--- src/rtl/led_bank_pkg.sv ---
// Shared opcodes and state encoding for the LED bank.
// Imported by led_bank_pwm and led_dimmer.
package led_bank_pkg;

  localparam logic [3:0] OP_NOP = 4'h0;
  localparam logic [3:0] OP_LDI = 4'h1;
  localparam logic [3:0] OP_LDH = 4'h2;
  localparam logic [3:0] OP_LDB = 4'h3;
  localparam logic [3:0] OP_BRT = 4'h4;
  localparam logic [3:0] OP_BLK = 4'h5;

  typedef enum logic {
    ST_READY = 1'b0,
    ST_ERROR = 1'b1
  } state_e;

endpackage

--- src/rtl/led_dimmer.sv ---
// PWM counter, blink prescaler and blink phase.
// Ports: clock, reset (async low), duty, blink_en, restart -> gate.
module led_dimmer
  import led_bank_pkg::*;
#(
  parameter int PWM_BITS   = 4,
  parameter int BLINK_BITS = 4
) (
  input  logic                clock,
  input  logic                reset,
  input  logic [PWM_BITS-1:0] duty,
  input  logic                blink_en,
  input  logic                restart,
  output logic                gate
);

  localparam logic [PWM_BITS-1:0]   PWM_ONE = 1;
  localparam logic [BLINK_BITS-1:0] BLK_ONE = 1;

  logic [PWM_BITS-1:0]   pwm_cnt_q, pwm_cnt_d;
  logic [BLINK_BITS-1:0] blink_cnt_q, blink_cnt_d;
  logic                  phase_q, phase_d;
  logic                  pwm_on;

  always_comb begin
    pwm_cnt_d   = pwm_cnt_q + PWM_ONE;
    blink_cnt_d = blink_cnt_q;
    phase_d     = phase_q;
    if (restart || !blink_en) begin
      blink_cnt_d = '0;
      phase_d     = 1'b1;
    end else begin
      blink_cnt_d = blink_cnt_q + BLK_ONE;
      if (&blink_cnt_q) phase_d = ~phase_q;
    end
  end

  // all-ones duty means fully on, not 15/16
  assign pwm_on = (pwm_cnt_q < duty) || (&duty);
  assign gate   = pwm_on & phase_q;

  always_ff @(posedge clock or negedge reset) begin
    if (!reset) begin
      pwm_cnt_q   <= '0;
      blink_cnt_q <= '0;
      phase_q     <= 1'b1;
    end else begin
      pwm_cnt_q   <= pwm_cnt_d;
      blink_cnt_q <= blink_cnt_d;
      phase_q     <= phase_d;
    end
  end

endmodule

--- src/rtl/led_bank_pwm.sv ---
// LED bank: instruction decode, pattern, READY/ERROR FSM, LED register.
// Ports: clock, reset (async low), inst[11:0], inst_en -> leds, error.
module led_bank_pwm
  import led_bank_pkg::*;
#(
  parameter int NUM_LEDS   = 8,
  parameter int PWM_BITS   = 4,
  parameter int BLINK_BITS = 4
) (
  input  logic                clock,
  input  logic                reset,
  input  logic [11:0]         inst,
  input  logic                inst_en,
  output logic [NUM_LEDS-1:0] leds,
  output logic                error
);

  state_e                state_q, state_d;
  logic [NUM_LEDS-1:0]   pattern_q, pattern_d;
  logic [PWM_BITS-1:0]   duty_q, duty_d;
  logic                  blink_en_q, blink_en_d;
  logic [NUM_LEDS-1:0]   leds_q, leds_d;
  logic [15:0]           pat16;
  logic [3:0]            op;
  logic [7:0]            imm;
  logic [3:0]            idx;
  logic                  restart;
  logic                  gate;

  assign op  = inst[11:8];
  assign imm = inst[7:0];
  assign idx = imm[7:4];

  always_comb begin
    state_d    = state_q;
    pat16      = 16'(pattern_q);
    duty_d     = duty_q;
    blink_en_d = blink_en_q;
    restart    = 1'b0;
    if (inst_en && state_q == ST_READY) begin
      unique case (1'b1)
        op == OP_NOP: ;
        op == OP_LDI: pat16[7:0] = imm;
        op == OP_LDH: pat16[15:8] = imm;
        op == OP_LDB: begin
          if (32'(idx) < NUM_LEDS) pat16[idx] = imm[0];
          else state_d = ST_ERROR;
        end
        op == OP_BRT: duty_d = imm[PWM_BITS-1:0];
        op == OP_BLK: begin
          blink_en_d = imm[0];
          restart    = imm[0] & ~blink_en_q;
        end
        default: state_d = ST_ERROR;
      endcase
    end
    // bits above NUM_LEDS fall off here
    pattern_d = pat16[NUM_LEDS-1:0];
    leds_d    = '0;
    if (state_q == ST_READY)
      leds_d = pattern_q & {NUM_LEDS{gate}};
  end

  led_dimmer #(
    .PWM_BITS   (PWM_BITS),
    .BLINK_BITS (BLINK_BITS)
  ) u_dimmer (
    .clock    (clock),
    .reset    (reset),
    .duty     (duty_q),
    .blink_en (blink_en_d),
    .restart  (restart),
    .gate     (gate)
  );

  always_ff @(posedge clock or negedge reset) begin
    if (!reset) begin
      state_q    <= ST_READY;
      pattern_q  <= '0;
      duty_q     <= '1;
      blink_en_q <= 1'b0;
      leds_q     <= '0;
    end else begin
      state_q    <= state_d;
      pattern_q  <= pattern_d;
      duty_q     <= duty_d;
      blink_en_q <= blink_en_d;
      leds_q     <= leds_d;
    end
  end

  assign leds  = leds_q;
  assign error = (state_q == ST_ERROR);

endmodule

--- config.mk ---
export PLATFORM = sky130hd
export DESIGN_NAME = led_bank_pwm
export DESIGN_NICKNAME = d
export VERILOG_FILES = /design/src/rtl/led_bank_pkg.sv /design/src/rtl/led_dimmer.sv /design/src/rtl/led_bank_pwm.sv
export SDC_FILE = /design/constraint.sdc
export NUM_CORES = 1
export LEC_CHECK = 0
export ABC_AREA = 0
export CAP_MARGIN = 20
export CELL_PAD_IN_SITES_DETAIL_PLACEMENT = 2
export CELL_PAD_IN_SITES_GLOBAL_PLACEMENT = 2
export CORE_MARGIN = 2
export CORE_UTILIZATION = 36
export CTS_CLUSTER_DIAMETER = 100
export DETAILED_ROUTE_END_ITERATION = 12
export PLACE_DENSITY = 0.9
export RECOVER_POWER = 100
export SLEW_MARGIN = 10
export SYNTH_ARGS = -nofsm -noshare
export SYNTH_HDL_FRONTEND = slang
export SYNTH_SLANG_ARGS = --single-unit
--- constraint.sdc ---
create_clock -name clock -period 2.2 [get_ports clock]
set_input_delay 0.44 -clock clock [delete_from_list [all_inputs] [get_ports clock]]
set_output_delay 0.44 -clock clock [all_outputs]
set_load 0.02 [all_outputs]
* Word-level counts from Yosys, hierarchy flattened
Index checks and enable logic that the tools add are counted.
** Storage, ports and cells
- Word-level logic and storage cells :: 57
- Input bits :: 15
- Bits in registers :: 31
** Operators by class
- Multiplexer cells :: 15
- Bitwise operators :: 7
- Reduce and logical (&&, ||, !) cells :: 14
- Equal/unequal tests :: 7
- $lt $le $gt $ge :: 4
- $add $sub $neg :: 2
** Operator list (count)
- bitwise mux 16 bit :: 1
- 2-to-1 mux 8 bit :: 2
- one-hot mux 8 bit (2 select lines) :: 1
- adder 4 x 1 -> 4 bit, second input constant :: 2
- bitwise AND 8 bit :: 1
- == test 4 x 2 -> 1 bit, second input constant :: 2
- == test 4 x 3 -> 1 bit, second input constant :: 2
- 2-to-1 mux 1 bit :: 8
- AND reduction 4 bit :: 2
- AND reduction 3 bit :: 2
- less-than comparator 4 x 5 -> 1 bit, second input constant :: 1
- OR reduction 5 bit :: 1
- demux 1 bit (select 4 bit) :: 1
- == test 4 x 1 -> 1 bit, second input constant :: 1
- >= comparator 4 x 1 -> 1 bit, second input constant :: 1
- logical NOT 4 bit :: 1
- less-than comparator 4 bit :: 1
- less-than comparator 4 bit, second input constant :: 1
- 2-to-1 mux 4 bit :: 1
- NOT 1 bit :: 4
- nonzero test 2 bit :: 2
- bitwise AND 1 bit :: 2
- logical AND 1 bit :: 2
- logical OR 1 bit :: 2
- other kinds (5) :: 5

* Longest topological paths before layout
- Word-level depth :: 7
- Gate-level depth with buffers :: 6
- Depth with buffers taken out :: 5

* Cells and area by module
A second synthesis with hierarchy kept.
** Unflattened totals
- Cell total of the unflattened synthesis :: 138
- Area total of the unflattened synthesis :: 1510.2 µm²
** By module, submodules not included
- led_bank_pwm :: area an instance 1068.5 µm², sequential area each 555.5 µm², instances 1, cells an instance 98
- led_dimmer :: area an instance 441.7 µm², sequential area each 226.5 µm², instances 1, cells an instance 40

* Worst setup path before layout
No wires, ideal clock.
- Path kind :: reg2reg
- Start :: register duty_q[3]
- End :: register leds_q[0], in the netlist leds[0]
- Library setup time :: 0.142 ns
- Slack :: 0.754 ns
- Stages on the path, launching flop included :: 6
- Required time :: 2.058 ns
- Data arrival time :: 1.304 ns
- Cell sequence :: dfstp_2 -> inv_1 -> ha_1 -> nand2_1 -> o21ai_1 -> a21oi_1
** On the way
- Longest elaborated chain between the ends :: 5
** RTL lines
- start, declared :: line led_bank_pwm.sv:20 : logic [PWM_BITS-1:0] duty_q, duty_d;
- start signal, assigned :: line led_bank_pwm.sv:86 : duty_q <= duty_d;
- less-than comparator 4 bit / AND reduction 4 bit (equally long branches) :: line led_dimmer.sv:39 : assign pwm_on = (pwm_cnt_q < duty) || (&duty);
- logical OR 1 bit * :: line led_dimmer.sv:39
- bitwise AND 1 bit * :: line led_dimmer.sv:40 : assign gate = pwm_on & phase_q;
- bitwise AND 8 bit * :: line led_bank_pwm.sv:61 : leds_d = pattern_q & {NUM_LEDS{gate}};
- 2-to-1 mux 8 bit * :: line led_bank_pwm.sv:60 : if (state_q == ST_READY)
- net leds_d[0] :: line led_bank_pwm.sv:22 : logic [NUM_LEDS-1:0] leds_q, leds_d;
- end signal, assigned :: line led_bank_pwm.sv:88 : leds_q <= leds_d;
- end, declared :: line led_bank_pwm.sv:22
Mark *: on every way through the listed nets, which the timed path passes. The rest lies on a longest branch.
A chain may end at the register's enable or synchronous reset.

* Final worst setup path
- Start :: input port inst[9]
- End :: register pattern_q[2]
** On the way
- Longest elaborated chain between the ends :: 3
** RTL lines
- start, declared :: line led_bank_pwm.sv:12 : input logic [11:0] inst,
- == test 4 x 2 -> 1 bit / == test 4 x 1 -> 1 bit (equally long branches) :: line led_bank_pwm.sv:45, led_bank_pwm.sv:43
- inequality test 2 x 1 -> 1 bit (no source line) / nonzero test 2 bit (equally long branches)
- AND reduction 3 bit (no source line)
- end signal, assigned :: line led_bank_pwm.sv:85 : pattern_q <= pattern_d;
- end, declared :: line led_bank_pwm.sv:19 : logic [NUM_LEDS-1:0] pattern_q, pattern_d;
Parallel ways exist; a longest one is shown, timed or not.

==> flow_summary_export.csv <==
group,metric,value,unit
power_and_ir_drop,clockPowerShare,41.7,%
floorplanning,rows,23,
floorplanning,dieHeight,69.1,µm
sta,finalCriticalPeriod,1990,ps
critical_path,endpoint_kind,"flop",
detailed_routing,antenna_left,0,
power_and_ir_drop,pwr-share-comb,9.1,%
critical_path,critPathArrivalTime,2150,ps
critical_path,reg2reg_from,"duty_q[3]",
clock_network,cts_tree,"done",
sta,min_period_over_period,90.6,%
synth,synth_edf_count,0,
place,routabilityCongestion,0.747,
synth,ys_ff_latch,31,
global_route,grt-busiest-layer,"met2",
critical_path,regToRegSetupSlack,480,ps
floorplanning,coreArea,4030,µm²
cells_and_area,areaGrowthSynthToFinish,25.6,%
clock_network,cts_made_buffers,5,
critical_path,rr_worst_depth,5,
clock_network,clk_pin_slew,70,ps
global_route,grt_usage,19.9,%
sta,setup_viol_count_final,0,
synth,yosysWarnings,0,
sta,holdWs,468,ps
clock_network,root_buffer,"clkbuf_8",
detailed_routing,drc,0,
global_route,gr-usage-met1,24.7,%
synth,synth_flop_cell,"dfrtp_1",
power_and_ir_drop,p_per_area,636,nW/µm²
power_and_ir_drop,peakVddDrop,239,µV
critical_path,worstSetupPathType,"in2reg",
global_route,grt_max_degree,32,
power_and_ir_drop,intPower,0.921,mW
worst_hold_path,hold_path_depth,1,
floorplanning,ioPinCount,24,
cells_and_area,fin_util,47.6,%
worst_hold_path,holdPathEnd,"u_dimmer.blink_cnt_q[0]",
global_route,use_met3,4.53,%
critical_path,crit_fanout,13,
power_and_ir_drop,p_sw_share,24.5,%
sta,fin_setup_tns,0,ps
power_and_ir_drop,seqPwrFrac,49.2,%
detailed_routing,first_pass_iters,4,
clock_network,post_cts_resized,0,
critical_path,start_kind,"primary input",
power_and_ir_drop,power_switching,0.299,mW
floorplanning,start_util,37.9,%
detailed_routing,avgViaCountPerCell,5.40,
power_and_ir_drop,power.leakage,0.842,nW
clock_network,htreeDepth,2,
synth,synthesis.area,1530,µm²
clock_network,hold_buffers,0,
sta,max_freq,502,MHz
synth,syn_nets,170,
synth,synth_async_sr_flop_share,100,%
sta,drv_slew,0,
place,dp.cells,224,
cells_and_area,drive_above_1_share,13.2,%
detailed_routing,vias,1253,
sta,hold_viol_final,0,
cells_and_area,fin_nets,201,
sta,slew_headroom,45.8,%
worst_hold_path,hold_start,"u_dimmer.blink_cnt_q[0]",
detailed_routing,drt_iter0_drc,68,
floorplanning,dieArea,4780,µm²
synth,synth_area_per_cell,10.2,µm²
global_route,grt_pass1_wl,7.18,mm
global_route,use_met2,34.0,%
floorplanning,die_w,69.1,µm
detailed_routing,wl_per_cell,18.9,µm
run,max-cap-violations,0,
clock_network,cts.sinks,31,
sta,worst_slew_pin_slew,813,ps
cells_and_area,final-instance-count-excl-fill,232,
synth,synthCells,150,
critical_path,crit_slowest_cell,"dlygate4sd3_1",
global_route,grt_pass1_vias,1327,
critical_path,crit_required,2360,ps
global_route,gr-total-overflow,0,
global_route,antenna_found_initial,0,
detailed_routing,drt_wl_total,4.38,mm
clock_network,clockBufferDepth,2,
sta,finalClockSkew,8.04,ps
place,portBuffers,23,
power_and_ir_drop,power,1.22,mW
sta,rsz0062_at_grt,"false",
clock_network,clock_latency,290,ps
synth,ys_seq_area_share,51.2,%
outcome,status,"completed",
critical_path,max_stage_delay,700,ps
synth,ys_types,37,
critical_path,r2r-end,"leds[0]",
place,dpl.hpwl,3.18,mm
clock_network,post_cts_buffers,0,
cells_and_area,antenna_cells,0,
worst_hold_path,hp-class,"reg2reg",
critical_path,path_cells,"dlygate4sd3_1, nand2_1, nand3_4, buf_4, nor2_1, a221oi_1",
[critical path, delay by kind of cell]
kind,cells,cell delay [ps]
buffers and inverters,2,850
AO/OA/AOI/OAI,1,430
AND/OR/NAND/NOR,3,420
[power groups by stage]
stage          registers, mW  clock network, mW  logic, mW
5_1_grt                0.600              0.538      0.123
4_1_cts                0.599              0.510      0.116
3_5_place_dp           0.609                  0      0.114
6_report               0.599              0.509      0.111
2_1_floorplan          0.604                  0     0.0479
3_3_place_gp           0.607                  0      0.104
[worst max path at each step]
stage,startpoint,to,cells after the start
global placement,inst[11],pattern_q[0],5
detailed placement,inst[9],pattern_q[2],4
floorplan,duty_q[3],leds[0],5
CTS,inst[8],pattern_q[2],6
finish,inst[9],pattern_q[2],6
global route,inst[9],pattern_q[2],6
[state kept, by name, indices dropped and copies added (netlist names)]
name	cells
duty_q	4
u_dimmer.pwm_cnt_q	4
blink_en_q	1
u_dimmer.blink_cnt_q	4
error	1
pattern_q	8
u_dimmer.phase_q	1
leds	8
[cell usage after synthesis, types with 3 or more instances]
cell type  count  area share [%]
a21oi_1       20             6.6
dfrtp_1       26              43
dfstp_2        5             8.6
ha_1           5             4.1
inv_1          9             2.2
nand2_1       20             4.9
nand2b_1       3             1.2
nand3_1        4             1.3
nor2_1        11             2.7
nor2b_1        3             1.2
o21ai_0        6             2.0
o32a_1         3             2.0
xor2_1         3             1.7
[layer usage]
layer	part of all wire [%]	routed length [µm]
met2	53	2310
met1	43	1900
met5	0	0
met4	0.91	40
met3	2.9	127
[layout make-up]
cell class                 instances  area, µm²
fill                             440       2110
tap                               50       62.6
clock buffer                       8        100
inverter                           9       33.8
timing repair buffer              28        262
multi-input combinational        106        677
sequential                        31        782
[cell usage in the layout (no fill, tap or decap), types with 2 or more instances in the layout]
| master | instances |
|---|---|
| nand2_1 | 20 |
| mux2_2 | 2 |
| o21ai_0 | 6 |
| clkdlybuf4s50_1 | 11 |
| nand4b_1 | 2 |
| dfstp_2 | 4 |
| nand2b_1 | 3 |
| dlygate4sd3_1 | 12 |
| clkbuf_8 | 7 |
| nor2_1 | 11 |
| a31oi_1 | 2 |
| nand3_1 | 4 |
| a221oi_1 | 2 |
| o22a_1 | 2 |
| buf_4 | 3 |
| a21oi_1 | 20 |
| clkbuf_1 | 2 |
| nor2b_1 | 3 |
| xnor2_1 | 2 |
| o32a_1 | 3 |
| xor2_1 | 3 |
| dfrtp_1 | 26 |
| inv_1 | 9 |
| and2b_1 | 2 |
| ha_1 | 5 |
[stage by stage]
stage	area, µm²	setup WS (ps)
2_1_floorplan	1530	754
3_3_place_gp	1830	157
3_5_place_dp	1830	-10.3
4_1_cts	1930	293
5_1_grt	1920	99.5
6_report	1920	208
[kinds of logic after synthesis]
| family | count (synthesis) | synth area share, % |
|---|---|---|
| buffers and inverters | 13 | 4.02 |
| XOR/XNOR | 5 | 2.87 |
| flip-flops | 31 | 51.2 |
| AND/OR/NAND/NOR | 53 | 19.2 |
| adder cells (fa/ha/maj) | 5 | 4.10 |
| AO/OA/AOI/OAI | 41 | 17.1 |
| multiplexers | 2 | 1.48 |
(Power assumes the default switching activity.)
